$ cat config.mk
export PLATFORM = sky130hd
export DESIGN_NAME = addsub_serial
export DESIGN_NICKNAME = d
export VERILOG_FILES = /design/src/rtl/addsub_pkg.sv /design/src/rtl/addsub_slice.sv /design/src/rtl/addsub_serial.sv
export SDC_FILE = /design/constraint.sdc
export NUM_CORES = 1
export LEC_CHECK = 0
export CELL_PAD_IN_SITES_DETAIL_PLACEMENT = 0
export CELL_PAD_IN_SITES_GLOBAL_PLACEMENT = 1
export CORE_MARGIN = 2
export CORE_UTILIZATION = 38
export CTS_CLUSTER_SIZE = 10
export DETAILED_ROUTE_END_ITERATION = 8
export PLACE_DENSITY_LB_ADDON = 0.05
export SKIP_CTS_REPAIR_TIMING = 1
export SYNTH_ARGS = -nofsm -noshare
export SYNTH_HDL_FRONTEND = slang
export SYNTH_HIERARCHICAL = 1
export SYNTH_SLANG_ARGS = --single-unit
$ cat constraint.sdc
create_clock -name clk -period 1.7 [get_ports clk]
set_clock_uncertainty 0.15 [all_clocks]
set_input_delay 0.255 -clock clk [delete_from_list [all_inputs] [get_ports clk]]
set_output_delay 0.255 -clock clk [all_outputs]
set_load 0.01 [all_outputs]
$ cat src/rtl/addsub_pkg.sv
// Shared definitions for the serial add/subtract unit.
// Latency: n/a (types, constants and the full-adder cell only).
// Backpressure: n/a.
package addsub_pkg;

    typedef enum logic [1:0] {
        IDLE = 2'd0,
        RUN  = 2'd1,
        DONE = 2'd2
    } state_t;

    localparam logic OP_ADD = 1'b0;
    localparam logic OP_SUB = 1'b1;

    // Single-bit full adder: returns {carry_out, sum}.
    function automatic logic [1:0] fa(input logic x, input logic y, input logic ci);
        return {(x & y) | (ci & (x ^ y)), x ^ y ^ ci};
    endfunction

endpackage

$ cat src/rtl/addsub_slice.sv
// DIGIT-bit ripple of full-adder cells; also exposes the carry into its top bit.
// Latency: combinational.
// Backpressure: none.
module addsub_slice
    import addsub_pkg::*;
#(
    parameter int DIGIT = 1
) (
    input  logic [DIGIT-1:0] a_d,
    input  logic [DIGIT-1:0] b_d,
    input  logic             cin,
    output logic [DIGIT-1:0] sum_d,
    output logic             cout,
    output logic             c_top
);

    logic [DIGIT:0] c;

    always_comb begin
        c     = '0;
        sum_d = '0;
        c[0]  = cin;
        for (int i = 0; i < DIGIT; i++) begin
            {c[i+1], sum_d[i]} = fa(a_d[i], b_d[i], c[i]);
        end
    end

    assign cout  = c[DIGIT];
    assign c_top = c[DIGIT-1];

endmodule

$ cat src/rtl/addsub_serial.sv
// Digit-serial two's-complement add/subtract, LSB first, DIGIT bits per clock.
// Latency: done is high in the cycle after edge k+N+1 for a start sampled at edge k.
// Backpressure: none; start is only accepted in IDLE and is dropped otherwise.
module addsub_serial
    import addsub_pkg::*;
#(
    parameter int WIDTH = 8,
    parameter int DIGIT = 1
) (
    input  logic             clk,
    input  logic             rst,
    input  logic             start,
    input  logic             op,
    input  logic [WIDTH-1:0] a,
    input  logic [WIDTH-1:0] b,
    output logic             busy,
    output logic             done,
    output logic [WIDTH-1:0] result,
    output logic             cout,
    output logic             ovf,
    output logic             zero
);

    localparam int N  = WIDTH / DIGIT;
    localparam int CW = (N > 1) ? $clog2(N) : 1;

    if (WIDTH < 2) begin : g_bad_width
        $error("addsub_serial: WIDTH must be at least 2");
    end
    if ((DIGIT < 1) || (WIDTH % DIGIT != 0)) begin : g_bad_digit
        $error("addsub_serial: DIGIT must divide WIDTH");
    end

    state_t                 state;
    logic [WIDTH-1:0]       a_sr;
    logic [WIDTH-1:0]       b_sr;
    logic [WIDTH-1:0]       acc;
    logic                   carry;
    logic [CW-1:0]          cnt;

    logic [DIGIT-1:0]       sum_d;
    logic                   c_out;
    logic                   c_top;
    logic [WIDTH+DIGIT-1:0] acc_cat;
    logic [WIDTH-1:0]       acc_nxt;

    addsub_slice #(.DIGIT(DIGIT)) u_slice (
        .a_d   (a_sr[DIGIT-1:0]),
        .b_d   (b_sr[DIGIT-1:0]),
        .cin   (carry),
        .sum_d (sum_d),
        .cout  (c_out),
        .c_top (c_top)
    );

    // New digit enters at the top so the final digit lands the sum LSB-aligned.
    assign acc_cat = {sum_d, acc};
    assign acc_nxt = acc_cat[WIDTH+DIGIT-1:DIGIT];

    always_ff @(posedge clk) begin
        if (rst) begin
            state  <= IDLE;
            a_sr   <= '0;
            b_sr   <= '0;
            acc    <= '0;
            carry  <= 1'b0;
            cnt    <= '0;
            busy   <= 1'b0;
            done   <= 1'b0;
            result <= '0;
            cout   <= 1'b0;
            ovf    <= 1'b0;
            zero   <= 1'b0;
        end else begin
            busy <= (state == RUN);
            done <= (state == DONE);
            case (state)
                IDLE: begin
                    if (start) begin
                        a_sr  <= a;
                        // Subtract as a + ~b + 1: invert b and seed the carry.
                        b_sr  <= b ^ {WIDTH{op}};
                        carry <= op;
                        cnt   <= '0;
                        state <= RUN;
                    end
                end
                RUN: begin
                    acc   <= acc_nxt;
                    a_sr  <= a_sr >> DIGIT;
                    b_sr  <= b_sr >> DIGIT;
                    carry <= c_out;
                    cnt   <= cnt + CW'(1);
                    if (cnt == CW'(N - 1)) begin
                        result <= acc_nxt;
                        cout   <= c_out;
                        ovf    <= c_out ^ c_top;
                        zero   <= (acc_nxt == '0);
                        state  <= DONE;
                    end
                end
                DONE: begin
                    state <= IDLE;
                end
                default: begin
                    state <= IDLE;
                end
            endcase
        end
    end

endmodule

==> results.json, run 1 <==
{
  "relSlewSlack_pct": 73.4,
  "drt_pass1_iterations": 4,
  "worstPathArrival_ns": 1.68,
  "crit_path_start_kind": "primary input",
  "grt_pass1_wl_um": 6430,
  "netlist_instances": 192,
  "yosysSeqAreaShare_pct": 48.4,
  "crit_required_ns": 1.79,
  "core_area_um2": 4380,
  "tightestPinTransition_ns": 0.399,
  "sw_frac_of_total_pct": 23.3,
  "intPower_w": 0.00162,
  "peakVddDrop_uv": 391,
  "drt_iter0_drc": 89,
  "pwr-share-comb_pct": 14.7,
  "portBuffers": 32,
  "n_antenna_cell": 0,
  "finalSetupTns_ns": 0,
  "fin_area_um2": 2340,
  "area_growth_pct": 34.7,
  "grt_max_degree": 19,
  "wl_per_cell_um": 12.8,
  "dieArea_um2": 5130,
  "die-height_um": 71.6,
  "final_util_pct": 53.3,
  "rsz0062_at_grt": "no",
  "via_count": 1450,
  "synth_fp_nets": 215,
  "finalCritPeriodShare_pct": 93.4,
  "root_buffer": "clkbuf_8",
  "tritoncts": "done",
  "route.detailed.drc": 0,
  "maxCapViolCount": 0,
  "fillers": 399,
  "clk_path_buf_depth": 2,
  "layout-drive-gt1-share_pct": 18.1,
  "viasPerCell": 5.00,
  "worstSetupEndpointType": "flip-flop",
  "row_count": 24,
  "grt_pass1_vias": 1408,
  "p_per_area_nw_per_um2": 903,
  "slew_viol_final": 0,
  "hold_viol_final": 0,
  "place_area_um2": 2220,
  "synth_seq_cells": 42,
  "antenna_found_initial": 0,
  "grt_overflow_total": 0,
  "yosysWarnings": 6,
  "place_hpwl_um": 2800,
  "critPathKind": "in2reg",
  "htreeDepth": 2,
  "min-delay-path-class": "reg2reg",
  "p_clk_share_pct": 34.9,
  "cts_sinks": 42,
  "min_period_ns": 1.59,
  "grt_use_total_pct": 16.0,
  "p_seq_share_pct": 50.4,
  "register_area_um2": 841,
  "multiInputGateArea_um2": 825,
  "start_util_pct": 39.6,
  "clock_latency_ns": 0.29,
  "synth_cell_types": 39,
  "setup_viol": 0,
  "status": "finished, final reports clean",
  "crit_fanout": 8,
  "p_total_w": 0.00211,
  "syn_avg_cell_area_um2": 9.05,
  "io_pins": 33,
  "p_switching_w": 0.000493,
  "cts_buffers": 5,
  "routed_wirelength_um": 3710,
  "fp.dieW_um": 71.6,
  "gp_congestion": 0.838,
  "fmax_ghz": 0.630,
  "netlist_area_um2": 1740,
  "p_leak_nw": 0.882,
  "ant_nets": 0,
  "final_nets": 260,
  "clk_pin_slew_ns": 0.08
}
flip-flops by register name, indices dropped and copies added, names as in the netlist:
register and cells:
a_sr 8, acc 7, b_sr 8, busy 1
carry 1, cnt 3, cout 1, done 1
ovf 1, result 8, state 2, zero 1
layout by cell type (no fill, tap or decap), types with 2 or more instances in the layout:
cell type / count
dfxtp_1: 42
nand2_1: 33
clkdlybuf4s50_1: 32
a21oi_1: 22
buf_4: 21
nor2_1: 15
xnor2_1: 8
clkbuf_8: 8
nand2b_1: 6
nor3_1: 5
or3b_2: 4
a221o_2: 4
a22o_1: 3
and2_1: 3
a221o_1: 3
nor2_2: 2
nor3b_1: 2
a22oi_1: 2
o22ai_1: 2
ha_1: 2
power by group through the flow:
stage	Sequential [W]	Combinational, W	Clock, W
after floorplan	0.00108	0.000187	0
after global placement	0.00108	0.000305	0
after detailed placement	0.00109	0.000308	0
after CTS	0.00106	0.000309	0.000760
after global routing	0.00107	0.000347	0.000811
final	0.00106	0.000311	0.000737
worst max-delay path, cell delays in order:
cell	delay, ns
clkdlybuf4s50_1	0.53
buf_4	0.13
or4b_4	0.51
nor2_1	0.14
a211o_1	0.10
metrics by stage:
stage,setup slack [ns],std cells,hold WS [ns]
after floorplan,0.217,192,0.231
after global routing,0.0505,290,0.331
final,0.113,290,0.307
after CTS,-0.00607,290,0.308
after global placement,-0.251,282,0.292
after detailed placement,-0.298,282,0.297
cell usage after synthesis:
| master | n | share of area, % |
|---|---|---|
| xor2_1 | 1 | 0.50 |
| clkbuf_2 | 1 | 0.29 |
| clkbuf_1 | 4 | 0.86 |
| o22ai_1 | 2 | 0.72 |
| and3b_1 | 1 | 0.50 |
| or3b_1 | 1 | 0.50 |
| nand2b_1 | 6 | 2.2 |
| a22o_1 | 3 | 1.5 |
| o31ai_1 | 1 | 0.43 |
| o21bai_1 | 1 | 0.43 |
| nor4b_1 | 1 | 0.50 |
| ha_1 | 2 | 1.4 |
| mux2i_1 | 1 | 0.58 |
| a21oi_1 | 22 | 6.3 |
| a22oi_1 | 2 | 0.86 |
| nor3b_1 | 2 | 0.86 |
| dfxtp_1 | 42 | 48 |
| o21ba_2 | 1 | 0.58 |
| or4b_1 | 1 | 0.58 |
| nor2_1 | 16 | 3.5 |
| or3b_2 | 4 | 2.0 |
| nand2_1 | 33 | 7.1 |
| a221o_2 | 4 | 2.6 |
| buf_6 | 1 | 0.65 |
| buf_4 | 1 | 0.43 |
| nor3_1 | 5 | 1.4 |
| a221o_1 | 3 | 1.7 |
| a32oi_1 | 1 | 0.50 |
| nor2_2 | 1 | 0.36 |
| nor2b_1 | 1 | 0.36 |
| xnor2_1 | 8 | 4.0 |
| fa_1 | 1 | 1.2 |
| and2_1 | 3 | 1.1 |
| a211oi_1 | 1 | 0.43 |
| buf_2 | 9 | 2.6 |
| nand3_1 | 1 | 0.29 |
| a211o_1 | 1 | 0.50 |
| nand3b_1 | 1 | 0.43 |
| nor4_1 | 2 | 0.72 |
logic make-up after synthesis:
family	count (synthesis)	synth area share, %
multiplexers	1	0.576
buffers and inverters	16	4.83
flip-flops	42	48.4
AO/OA/AOI/OAI	42	16.6
XOR/XNOR	9	4.54
adder cells (fa/ha/maj)	3	2.59
AND/OR/NAND/NOR	79	22.4
routing by layer:
metal  share of wire, %  routed length [µm]  track usage (%)  vias to the layer above
met5                  0                   0                0                        -
met4                1.1                  39             5.03                        0
met3                5.3                 195             4.36                        5
met2                 44                1650             25.4                       33
met1                 49                1830             21.3                      665
li1                   -                   -                -                      747
layout make-up:
type | instances | area share [%]
timing repair buffer | 54 | 21.3
tap | 52 | 2.78
sequential | 42 | 36.0
clock buffer | 8 | 4.71
multi-input combinational | 134 | 35.3
path summary, 6_finish.rpt:
check,from,end,slack (ns),cells past startpoint
max,start,b_sr[4]$_SDFFE_PP0P_,0.11,5
min,cout$_SDFFE_PP0P_,cout$_SDFFE_PP0P_,0.31,2
max reg2reg,cnt[0]$_SDFFE_PP0P_,ovf$_SDFFE_PP0P_,0.17,6
min reg2reg,cout$_SDFFE_PP0P_,cout$_SDFFE_PP0P_,0.31,2
Power figures use the tool's default switching activity.
==> inputs of run 2 (changes only) <==
--- a/config.mk
+++ b/config.mk
@@ -13,6 +13,7 @@
 export DETAILED_ROUTE_END_ITERATION = 8
 export PLACE_DENSITY_LB_ADDON = 0.05
 export SKIP_CTS_REPAIR_TIMING = 1
+export SLEW_MARGIN = 20
 export SYNTH_ARGS = -nofsm -noshare
 export SYNTH_HDL_FRONTEND = slang
 export SYNTH_HIERARCHICAL = 1
==> constraint.sdc (replaced) <==
create_clock -name clk -period 1.7 [get_ports clk]
set_clock_uncertainty 0.15 [all_clocks]
set_input_delay 0.17 -clock clk [delete_from_list [all_inputs] [get_ports clk]]
set_output_delay 0.17 -clock clk [all_outputs]
set_load 0.01 [all_outputs]
==> run 2 against run 1 <==
- total power is 1.3% higher
- global-route usage is 0.32 points lower
- final area is 1.5% lower
- cell count is 1.4% lower
- combinational power is 1% lower
- register-to-register slack worse by 0.07 ns
- critical endpoint is now zero$_SDFFE_PP0P_
- largest cell class unchanged
- largest power group unchanged
==> results.json, run 2 (synthesis gave the netlist of run 1 again) <==
{
  "viasPerCell": 5.13,
  "portBuffers": 32,
  "gp_congestion": 0.803,
  "grt_pass1_vias": 1394,
  "placed_cells": 278,
  "clock_latency_ns": 0.29,
  "core_area_um2": 4380,
  "final_common_cell": "dfxtp_1",
  "hold_viol_final": 0,
  "routed_wirelength_um": 3660,
  "antenna_found_initial": 0,
  "slowest_delay_ns": 0.48,
  "grt-busiest-layer": "met2",
  "tritoncts": "done",
  "grt_max_degree": 19,
  "crit_path_start_kind": "flip-flop",
  "area_growth_pct": 32.6,
  "crit_chain": "fa_1 -> nor4_2 -> nand3_1 -> a21oi_1",
  "crit_fanout": 2,
  "wl_per_cell_um": 12.8,
  "final_cell_count_no_fill": 286,
  "clk_pin_slew_ns": 0.08,
  "finalCritPeriodShare_pct": 93.8,
  "cts_sinks": 42,
  "clk_path_buf_depth": 2,
  "grt_pass1_wl_um": 6370,
  "via_count": 1467,
  "min_period_ns": 1.60,
  "grt_use_total_pct": 15.7,
  "regToRegSetupSlack_ns": 0.10,
  "cpMaxStageDelayCell": "fa_1",
  "worstPathArrival_ns": 1.68,
  "tightestPinTransition_ns": 0.450,
  "fp.dieW_um": 71.6,
  "rsz0062_at_grt": "no",
  "ant_nets": 0,
  "n_antenna_cell": 0,
  "relSlewSlack_pct": 70.0,
  "htreeDepth": 2,
  "crit_required_ns": 1.78,
  "worstSetupEndpointType": "flip-flop",
  "start_util_pct": 39.6,
  "status": "finished, final reports clean",
  "p_leak_nw": 0.859,
  "route.detailed.drc": 0,
  "p_per_area_nw_per_um2": 928,
  "drt_iter0_drc": 87,
  "whs_ns": 0.305,
  "final_util_pct": 52.5,
  "maxCapViolCount": 0,
  "layout-drive-gt1-share_pct": 16.2,
  "cts_buffers": 5,
  "slew_viol_final": 0,
  "layout_common_cells": "42 x dfxtp_1, 33 x nand2_1, 32 x clkdlybuf4s50_1",
  "largestRegisters": "a_sr (8), b_sr (8), result (8)",
  "grt_use_met2_pct": 24.6,
  "grt_overflow_total": 0,
  "root_buffer": "clkbuf_8",
  "dieArea_um2": 5130,
  "fmax_ghz": 0.627,
  "place_hpwl_um": 2670,
  "critPathKind": "reg2reg",
  "peakVddDrop_uv": 443,
  "drt_pass1_iterations": 5,
  "row_count": 24,
  "min-delay-path-class": "reg2reg",
  "final_nets": 256,
  "setup_viol": 0,
  "die-height_um": 71.6,
  "grt_use_met3_pct": 4.22,
  "io_pins": 33,
  "grt_use_met1_pct": 21.3,
  "fillers": 417
}
==> run 2: cell types whose count changed in the layout (fill, tap and decap cells not counted), sizes merged <==
| cell | before | now |
|---|---|---|
| clkbuf | 8 | 5 |
| buf | 22 | 18 |
| clkinv | 0 | 2 |
| bufinv | 0 | 1 |
==> run 2: per-layer routing <==
metal / up-vias / wire length, µm
met2: 40 / 1630
met1: 679 / 1810
met4: 0 / 35
met5: - / 0
li1: 743 / -
met3: 5 / 184
==> run 2: power breakdown <==
group	internal (W)	switching (W)	total [W]
clock	0.000432	0.000335	0.000767
combinational	0.000173	0.000134	0.000307
sequential	0.00103	0.0000322	0.00106
==> run 2: worst paths after layout <==
check	start	to	cells after the start
worst max-delay path	b_sr[0]$_SDFFE_PP0P_	zero$_SDFFE_PP0P_	4
worst max register to register	b_sr[0]$_SDFFE_PP0P_	zero$_SDFFE_PP0P_	4
worst min-delay path	result[5]$_SDFFE_PP0P_	result[5]$_SDFFE_PP0P_	2
worst min register to register	result[5]$_SDFFE_PP0P_	result[5]$_SDFFE_PP0P_	2
==> run 2: worst max-delay path, delay by kind of cell, from the launching register on <==
family                     cells  cell delay [ns]
and+or+nand+nor                2             0.39
AOI/OAI and AO/OA              1             0.13
DFF                            1             0.39
adders and majority gates      1             0.48
==> run 2: per-stage QoR <==
| stage | setup WS (ns) | TNS, ns | cell area (µm²) | total power (W) |
|---|---|---|---|---|
| after floorplan | 0.217 | 0 | 1740 | 0.00126 |
| after global placement | -0.185 | -2.07 | 2190 | 0.00138 |
| after detailed placement | -0.229 | -2.71 | 2190 | 0.00139 |
| after CTS | 0.0473 | 0 | 2290 | 0.00216 |
| after global routing | 0.0437 | 0 | 2300 | 0.00224 |
| final | 0.105 | 0 | 2300 | 0.00214 |
==> run 2: layout make-up <==
type	count	area [µm²]	share of cell area, %
Timing Repair Buffer	50	468	20.3
Tap cell	52	65.1	2.82
Clock buffer	5	68.8	2.99
Multi-Input combinational cell	134	821	35.6
Sequential cell	42	841	36.5
Clock inverter	3	40.0	1.74
